===== config.mk =====
export PLATFORM = sky130hd
export DESIGN_NAME = seq_divider
export DESIGN_NICKNAME = d
export VERILOG_FILES = /design/src/rtl/seq_divider.sv
export SDC_FILE = /design/constraint.sdc
export NUM_CORES = 1
export LEC_CHECK = 0
export CAP_MARGIN = 20
export CORE_UTILIZATION = 40
export DETAILED_ROUTE_END_ITERATION = 10
export DONT_BUFFER_PORTS = 1
export SLEW_MARGIN = 25
export SYNTH_ARGS = -nofsm -noshare
export SYNTH_HDL_FRONTEND = slang
export SYNTH_SLANG_ARGS = --single-unit

===== constraint.sdc =====
create_clock -name clk -period 3 [get_ports clk]
set_input_delay 0.3 -clock clk [delete_from_list [all_inputs] [get_ports clk]]
set_output_delay 0.3 -clock clk [all_outputs]
set_load 0.01 [all_outputs]

===== src/rtl/seq_divider.sv =====
// seq_divider: iterative unsigned restoring divider, one quotient bit per clock.
// Produces quotient/remainder of a WIDTH-bit dividend by a WIDTH-bit divisor.
// Optional feature macro: DIVIDER_DBZ_FAST_EN (divide-by-zero bypasses RUN).
//
// Handshake: start is sampled only while the FSM is in IDLE or DONE; the
// accepting edge captures dividend/divisor. busy is high for the WIDTH cycles
// of RUN; done is a one-cycle pulse in the DONE state, during which
// quotient/remainder/dbz are valid. The results are held until the next
// completion. done and busy are never high together, and start is ignored
// while busy.
module seq_divider #(
    parameter int WIDTH = 4
) (
    input  logic             clk,
    input  logic             rst_n,
    input  logic             start,
    input  logic [WIDTH-1:0] dividend,
    input  logic [WIDTH-1:0] divisor,
    output logic             busy,
    output logic             done,
    output logic [WIDTH-1:0] quotient,
    output logic [WIDTH-1:0] remainder,
    output logic             dbz,
    output logic [1:0]       dbg_state
);

    localparam int CW = $clog2(WIDTH + 1);

    typedef enum logic [1:0] {
        IDLE = 2'd0,
        RUN  = 2'd1,
        DONE = 2'd2
    } state_t;

    state_t           state;
    state_t           state_n;
    logic [CW-1:0]    cnt;
    // The partial remainder is always below the divisor between steps, so
    // only WIDTH bits need to be stored; the (WIDTH+1)-bit value exists only
    // transiently as the shifted operand of the trial subtraction.
    logic [WIDTH-1:0] prem;
    logic [WIDTH-1:0] dreg;
    logic [WIDTH-1:0] dsr;
    logic [WIDTH:0]   shifted;
    logic [WIDTH:0]   trial;
    logic [WIDTH-1:0] prem_n;
    logic [WIDTH-1:0] dreg_n;
    logic             accept;
    logic             last_step;
    logic             fast_dbz;

    assign accept    = start && ((state == IDLE) || (state == DONE));
    assign last_step = (state == RUN) && (cnt == CW'(1));

`ifdef DIVIDER_DBZ_FAST_EN
    assign fast_dbz = accept && (divisor == '0);
`else
    assign fast_dbz = 1'b0;
`endif

    // State register.
    always_ff @(posedge clk or negedge rst_n) begin
        if (!rst_n) state <= IDLE;
        else        state <= state_n;
    end

    // Next-state logic: accept in IDLE/DONE, iterate in RUN, DONE lasts one cycle.
    always_comb begin
        state_n = state;
        case (state)
            IDLE: begin
                if (accept) state_n = fast_dbz ? DONE : RUN;
            end
            RUN: begin
                if (last_step) state_n = DONE;
            end
            DONE: begin
                if (accept) state_n = fast_dbz ? DONE : RUN;
                else        state_n = IDLE;
            end
            default: state_n = IDLE;
        endcase
    end

    // One restoring step: shift in the next dividend bit, trial-subtract, keep or restore.
    always_comb begin
        shifted = {prem, dreg[WIDTH-1]};
        trial   = shifted - {1'b0, dsr};
        prem_n  = shifted[WIDTH-1:0];
        dreg_n  = {dreg[WIDTH-2:0], 1'b0};
        if (!trial[WIDTH]) begin
            prem_n = trial[WIDTH-1:0];
            dreg_n = {dreg[WIDTH-2:0], 1'b1};
        end
    end

    // Datapath: operand capture, iteration, and result registers updated on completion.
    always_ff @(posedge clk or negedge rst_n) begin
        if (!rst_n) begin
            cnt       <= '0;
            prem      <= '0;
            dreg      <= '0;
            dsr       <= '0;
            quotient  <= '0;
            remainder <= '0;
            dbz       <= 1'b0;
        end else if (accept) begin
            dreg <= dividend;
            dsr  <= divisor;
            prem <= '0;
            cnt  <= CW'(WIDTH);
            if (fast_dbz) begin
                cnt       <= '0;
                quotient  <= '1;
                remainder <= dividend;
                dbz       <= 1'b1;
            end
        end else if (state == RUN) begin
            prem <= prem_n;
            dreg <= dreg_n;
            cnt  <= cnt - CW'(1);
            if (last_step) begin
                quotient  <= dreg_n;
                remainder <= prem_n;
                dbz       <= (dsr == '0);
            end
        end
    end

    // Status outputs decoded from the state register.
    always_comb begin
        busy      = (state == RUN);
        done      = (state == DONE);
        dbg_state = state;
    end

endmodule


==> results by group, run 1 <==
Worst setup path
  • Largest delay share family, worst path: compound AO/OA/AOI/OAI gates
  • Reg2Reg Launch Point: dreg[3]
  • Most frequent CP cell: inv_1
  • Worst setup path class: flop to flop
  • Setup crit start: dreg[3]
  • Capture point of the worst reg-to-reg path: prem[0]
  • Slowest cell on crit path: dfrtp_1
  • Worst setup SP type: flop
  • Worst path buffer plus inverter count: 2
  • WP data required: 3.23 ns
  • Arr. time, crit path: between 2 and 2.5 ns
  • Reg2Reg Depth: 8
  • CP Cell Sequence: inv_1 -> ha_1 -> inv_1 -> fa_1 -> a211o_4 -> a21o_4 -> and3_4 -> o31ai_1
  • Register-to-Register Setup Slack: 0.80 ns
  • CP endpoint kind: flop
  • CP max FO: 8
  • Worst path depth: 8
  • Max incr delay on CP: 0.41 ns

Synthesis
  • Post-synth cell types: 39
  • Register area share after synthesis: 48.33%
  • Post-synthesis cell count: ~140
  • Seq cells post-synth: 26
  • Syn nets: about 160
  • Post-synth EDFFs: 0
  • Synth warn: 0
  • Synth Area in Adders: 7.063%
  • Syn Std Cell Area: 1346 um2
  • Largest family of logic cells by synthesized area: simple AND/OR/NAND/NOR gates
  • Xor/xnor share of the synthesized area: roughly 1.3%
  • Ys flop type: dfrtp_1
  • Mux cell area share after synthesis: 0%
  • Synth Area in Compound Gates: a little under a fifth
  • Asr flop ratio synth: 100.0%
  • Average cell area after synthesis: 9.686 um2
  • Post-Synth Simple-Gate Area: 20.63%

STA
  • Final min period: 2.200 ns
  • Final-report hold violation count: 0
  • Fin Hold WS: 0.08267 ns
  • Final Cycle Share: 73.35%
  • Worst slew margin: 69.26%
  • Fin Setup TNS: 0 ns
  • Unrepaired setup endpoints after global routing: no
  • Worst Clk Skew: 0.001340 ns
  • Worst slew pin tran: 0.4606 ns
  • Fmax: 454.4 MHz
  • Max Slew Vio Count: 0
  • Setup-failing EPs final: 0
  • Final WS setup: around 0.8 ns

Pwr
  • VDD IR max: 0.0005784 V
  • Power per standard cell area: 1297 nW/um2
  • Leakage: 0.6698 nW

Place
  • Placement Setup Slack: roughly 0.82 ns
  • I/O Buffers: 0
  • RePlAce Congestion: 0.8703
  • DP HPWL: between 2000 and 2500 um

Drt
  • Via count: 1039
  • DR DRC count: 0
  • DRT Wirelength: 2926 um
  • Top sig layer: met4
  • Wire length on met1: roughly 1300 um
  • Detailed-router iteration count before antenna repair: 5
  • DR WL met3: 159 um
  • Final ANT Viol Nets: 0
  • Drt via density: 5.527
  • Met2 WL post-DR: 1448 um
  • Avg WL per Cell: 15.56 um
  • DRT iter0 DRCs: 47

Final layout
  • Most frequent cells in the layout: nand2_1, dfrtp_1, o21ai_0
  • # diodes: 0
  • Nets: ~160
  • Most common cell after layout, fill and taps aside: nand2_1
  • Layout cells sized above 1: between 10 and 15%
  • Area grow syn2layout: 9.015%
  • # fillers: between 300 and 400

Global routing
  • Initial antenna violation count: 0
  • Largest net degree at the start of global routing: 27
  • Vias in the first global route: 1040
  • Gr usage total: 18.09%
  • Grt total ovfl: 0
  • First-pass GRT wire length: 4712 um

Clocking
  • Maximum root-to-sink buffer count: 2
  • H-tree levels: 1
  • Clock Sinks: 26
  • Worst skew pair latency: 0.31 ns
  • Resize count post-CTS: 0
  • Cts bufs inserted: 3
  • CTS tree: done
  • CTS Root Cell: clkbuf_4
  • Worst-path clk slew: 0.13 ns

Hold path
  • Hold WC Path Type: input pin to flop
  • Hold path cells: 2
  • WHS Endpoint: dsr[0]
  • Hold_sp: divisor[0]

Flow run
  • Max cap viols: 0

Die
  • Die height: 60.02 um
  • Die X: approximately 60 um
  • Row cnt: 20
  • Boundary pin count: 24
  • DIE AREA: 3602 um2
  • Initial Util: between 40% and 50%
  • Core area: around 3100 um2

Outcome
  • Outcome: completed
-- kinds of logic (layout without fill, tap and decap cells) --
| logic type | count (synthesis) | in the layout |
|---|---|---|
| AO/OA/AOI/OAI | 35 | 35 |
| XOR/XNOR | 2 | 2 |
| adder cells (fa/ha/maj) | 7 | 7 |
| buffers and inverters | 12 | 17 |
| flip-flops | 26 | 26 |
| AND/OR/NAND/NOR | 57 | 57 |
-- power breakdown --
group / leakage (nW) / internal (mW) / switching, mW
clock network: 0.0210 / 0.0741 / 0.0990
logic: 0.333 / 0.431 / 0.588
registers: 0.315 / 0.526 / 0.185
-- cell type report --
cell class              instances  area, um2  area share (%)
clock buffers                   4      36.28           2.472
inverters                       9      33.78           2.302
multi-input cells             101      646.9           44.07
flip-flops and latches         26      650.6           44.33
well taps                      44      55.05           3.751
repair buffers                  4      45.04           3.069
-- what timing repair did --
item,4_1_cts,5_1_grt
buffers inserted,0,0
hold endpoints to repair,26,0
hold buffers,2,0
-- synth_stat cells (2+ instances only) --
master | instances | share of area [%]
clkbuf_1 | 2 | 0.56
dfrtp_1 | 26 | 48
xor2_1 | 2 | 1.3
a22oi_1 | 3 | 1.7
inv_1 | 7 | 2.0
nor2b_1 | 3 | 1.4
nor3_1 | 2 | 0.74
nand2_1 | 35 | 9.8
ha_1 | 6 | 5.6
o31ai_1 | 5 | 2.8
a21oi_1 | 4 | 1.5
nand2b_1 | 4 | 1.9
o21ai_0 | 11 | 4.1
a31oi_1 | 2 | 0.93
clkinv_1 | 2 | 0.56
nand3_1 | 2 | 0.74
-- registers in the layout, indices dropped and copies added (netlist names) --
name       count
cnt            3
dsr            4
prem           4
dreg           4
quotient       4
dbg_state      2
remainder      4
dbz            1
-- per-layer routing --
| layer | global-route usage, % | vias to the layer above |
|---|---|---|
| li1 | - | 496 |
| met1 | 22.92 | 507 |
| met2 | 30.16 | 34 |
| met3 | 5.195 | 2 |
| met4 | 4.651 | 0 |
| met5 | 0 | - |
-- worst max path at each step --
| stage | to | slack [ns] |
|---|---|---|
| 6_report | prem[0] | 0.80 |
| 5_1_grt | remainder[2] | 0.67 |
| 4_1_cts | prem[0] | 0.79 |
| 3_5_place_dp | prem[0] | 0.82 |
| 3_3_place_gp | remainder[2] | 0.90 |
| 2_1_floorplan | remainder[0] | 0.98 |
-- stage by stage --
step / cells / total power, mW / util, % / cell area [um2]
after floorplan: 139 / 1.488 / - / 1346
after global placement: 182 / 1.687 / 44.80 / 1401
after detailed placement: 182 / 1.725 / 44.80 / 1401
after CTS: 188 / 1.920 / 46.92 / 1468
after global routing: 188 / 2.079 / 46.92 / 1468
final: 188 / 1.904 / 46.92 / 1468
(Power assumes the default switching activity.)
==> run 2, diff against run 1 <==
==> constraint.sdc (replaced) <==
create_clock -name clk -period 1.9 [get_ports clk]
set_input_delay 0.19 -clock clk [delete_from_list [all_inputs] [get_ports clk]]
set_output_delay 0.19 -clock clk [all_outputs]
set_load 0.01 [all_outputs]
==> run 2 against run 1 <==
Net effect:
- the flow now finishes with violations (negative setup slack)
- wire length grew 3.9%
- cell count increased by 13%
- clock power increased by 120%
- register-to-register slack got worse by 0.95 ns
- flip-flop and latch count is the same
- critical path type unchanged
- critical endpoint is now prem[3]
==> results by group, run 2 (synthesis gave the netlist of run 1 again) <==
Worst setup path
  • Worst setup path class: flop to flop
  • Most frequent CP cell: inv_2
  • Max incr delay on CP: 0.42 ns
  • Worst path buffer plus inverter count: 3
  • CP max FO: 6
  • CP Cell Sequence: inv_2 -> ha_4 -> inv_2 -> fa_2 -> a211o_4 -> buf_4 -> and4_4 -> a221oi_2 -> o31ai_1
  • Arr. time, crit path: 2.27 ns
  • CP endpoint kind: flop
  • Largest delay share family, worst path: compound AO/OA/AOI/OAI gates
  • Worst setup SP type: flop
  • Slowest cell on crit path: dfrtp_1
  • WP data required: 2.12 ns

Global routing
  • Largest net degree at the start of global routing: 27
  • First-pass GRT wire length: 4981 um
  • Grt total ovfl: 0
  • Initial antenna violation count: 0
  • Vias in the first global route: 1103
  • Gr usage total: 18.86%

Drt
  • Detailed-router iteration count before antenna repair: 4
  • DR WL met3: 129 um
  • Met2 WL post-DR: 1540 um
  • Drt via density: approximately 5.2
  • DRT Wirelength: just over 3000 um
  • Avg WL per Cell: between 10 and 15 um
  • DR DRC count: 0
  • Wire length on met1: 1351 um
  • DRT iter0 DRCs: 40
  • Top sig layer: met4
  • Final ANT Viol Nets: 0
  • Via count: approximately 1100

Die
  • Core area: 3128 um2
  • Row cnt: 20
  • Initial Util: 43.04%
  • DIE AREA: ~3600 um2
  • Boundary pin count: 24
  • Die height: about 60 um
  • Die X: 60.02 um

Clocking
  • Worst-path clk slew: 0.14 ns
  • H-tree levels: 1
  • CTS Root Cell: clkbuf_4
  • Maximum root-to-sink buffer count: 2
  • Clock Sinks: 26
  • Cts bufs inserted: 3
  • Worst skew pair latency: 0.32 ns
  • CTS tree: done

Hold path
  • Hold WC Path Type: input pin to flop

Place
  • I/O Buffers: 0
  • DP HPWL: approximately 2200 um
  • Cells after DPL: around 190
  • RePlAce Congestion: around 0.94

STA
  • Worst slew margin: 70.15%
  • Worst Clk Skew: 0.007137 ns
  • Worst slew pin tran: between 0.4 and 0.5 ns
  • Fmax: 488.4 MHz
  • Final Cycle Share: 107.8%
  • Unrepaired setup endpoints after global routing: yes
  • Fin Hold WS: between 0.008 and 0.009 ns
  • Max Slew Vio Count: 0
  • Final-report hold violation count: 0
  • Final WS setup: -0.1476 ns
  • Setup-failing EPs final: 8
  • Final min period: 2.048 ns

Final layout
  • # diodes: 0
  • Layout cells sized above 1: 26.19%
  • Finished Layout Cells: 212
  • Nets: 187
  • Area grow syn2layout: 29.74%
  • Most common cell after layout, fill and taps aside: nand2_1
  • Most frequent cells in the layout: nand2_1, dfrtp_1, buf_4

Outcome
  • Violated checks: negative setup slack
  • Outcome: finished with violations

Pwr
  • VDD IR max: 0.001100 V
  • Power per standard cell area: ~2100 nW/um2
  • Leakage: 0.8011 nW

Flow run
  • Max cap viols: 0
==> run 2: changes by cell type in the layout (fill, tap and decap cells not counted), moves of 2 or more <==
cell / before / now
buf_4: 2 / 17
dlygate4sd3_1: 1 / 8
a21oi_1: 4 / 1
a21oi_2: 0 / 2
buf_6: 0 / 2
inv_1: 7 / 5
inv_2: 0 / 2
o21ai_0: 11 / 9
o21ai_1: 0 / 2
o31ai_1: 5 / 3
o31ai_2: 0 / 2
==> run 2: path summary, 6_finish.rpt <==
path | endpoint | slack (ns) | startpoint | depth (start not counted)
min in group asynchronous | dbg_state[1] | 0.27 | rst_n | 2
max reg2reg | prem[3] | -0.15 | dreg[3] | 9
max | prem[3] | -0.15 | dreg[3] | 9
max in group asynchronous | prem[0] | 1.47 | rst_n | 2
min reg2reg | cnt[1] | 0.50 | cnt[1] | 2
min | dreg[0] | 0.009 | dividend[0] | 2
==> run 2: per-layer routing <==
metal	up-vias	track usage (%)
li1	541	-
met1	531	23.46
met2	22	33.02
met3	2	4.762
met4	0	3.654
met5	-	0
==> run 2: cell type report <==
cell class,count,area [um2]
Clock buffer,3,22.52
Tap cell,44,55.05
Sequential cell,26,650.6
Multi-Input combinational cell,101,704.4
Timing Repair Buffer,28,250.2
Clock inverter,1,30.03
Inverter,9,33.78
Fill cell,274,1381
==> run 2: stage by stage <==
stage	power [mW]	setup slack, ns	util (%)	setup TNS [ns]	cell area [um2]
finish	3.711	-0.1476	55.84	-0.6535	1747
global route	4.012	-0.2450	55.84	-1.532	1747
CTS	3.655	-0.2011	55.08	-0.9715	1723
detailed placement	2.957	-0.1750	47.68	-0.8958	1491
global placement	2.900	-0.1156	47.68	-0.6482	1491
floorplan	2.376	-0.06628	-	-0.1848	1354
==> run 2: repair_timing <==
| action | CTS | global route |
|---|---|---|
| buffers inserted | 4 | 2 |
| gates resized for setup | 15 | 2 |
| pin swaps | 9 | 4 |
| endpoints found under the hold margin | 33 | 0 |
| hold buffers | 9 | 0 |
| setup endpoints to repair | 9 | 10 |
==> run 2: power by group <==
part / total, mW / leakage [nW] / switching [mW] / internal, mW
clock: 0.379 / 0.0279 / 0.165 / 0.213
combinational: 2.23 / 0.458 / 1.14 / 1.08
sequential: 1.11 / 0.315 / 0.275 / 0.830
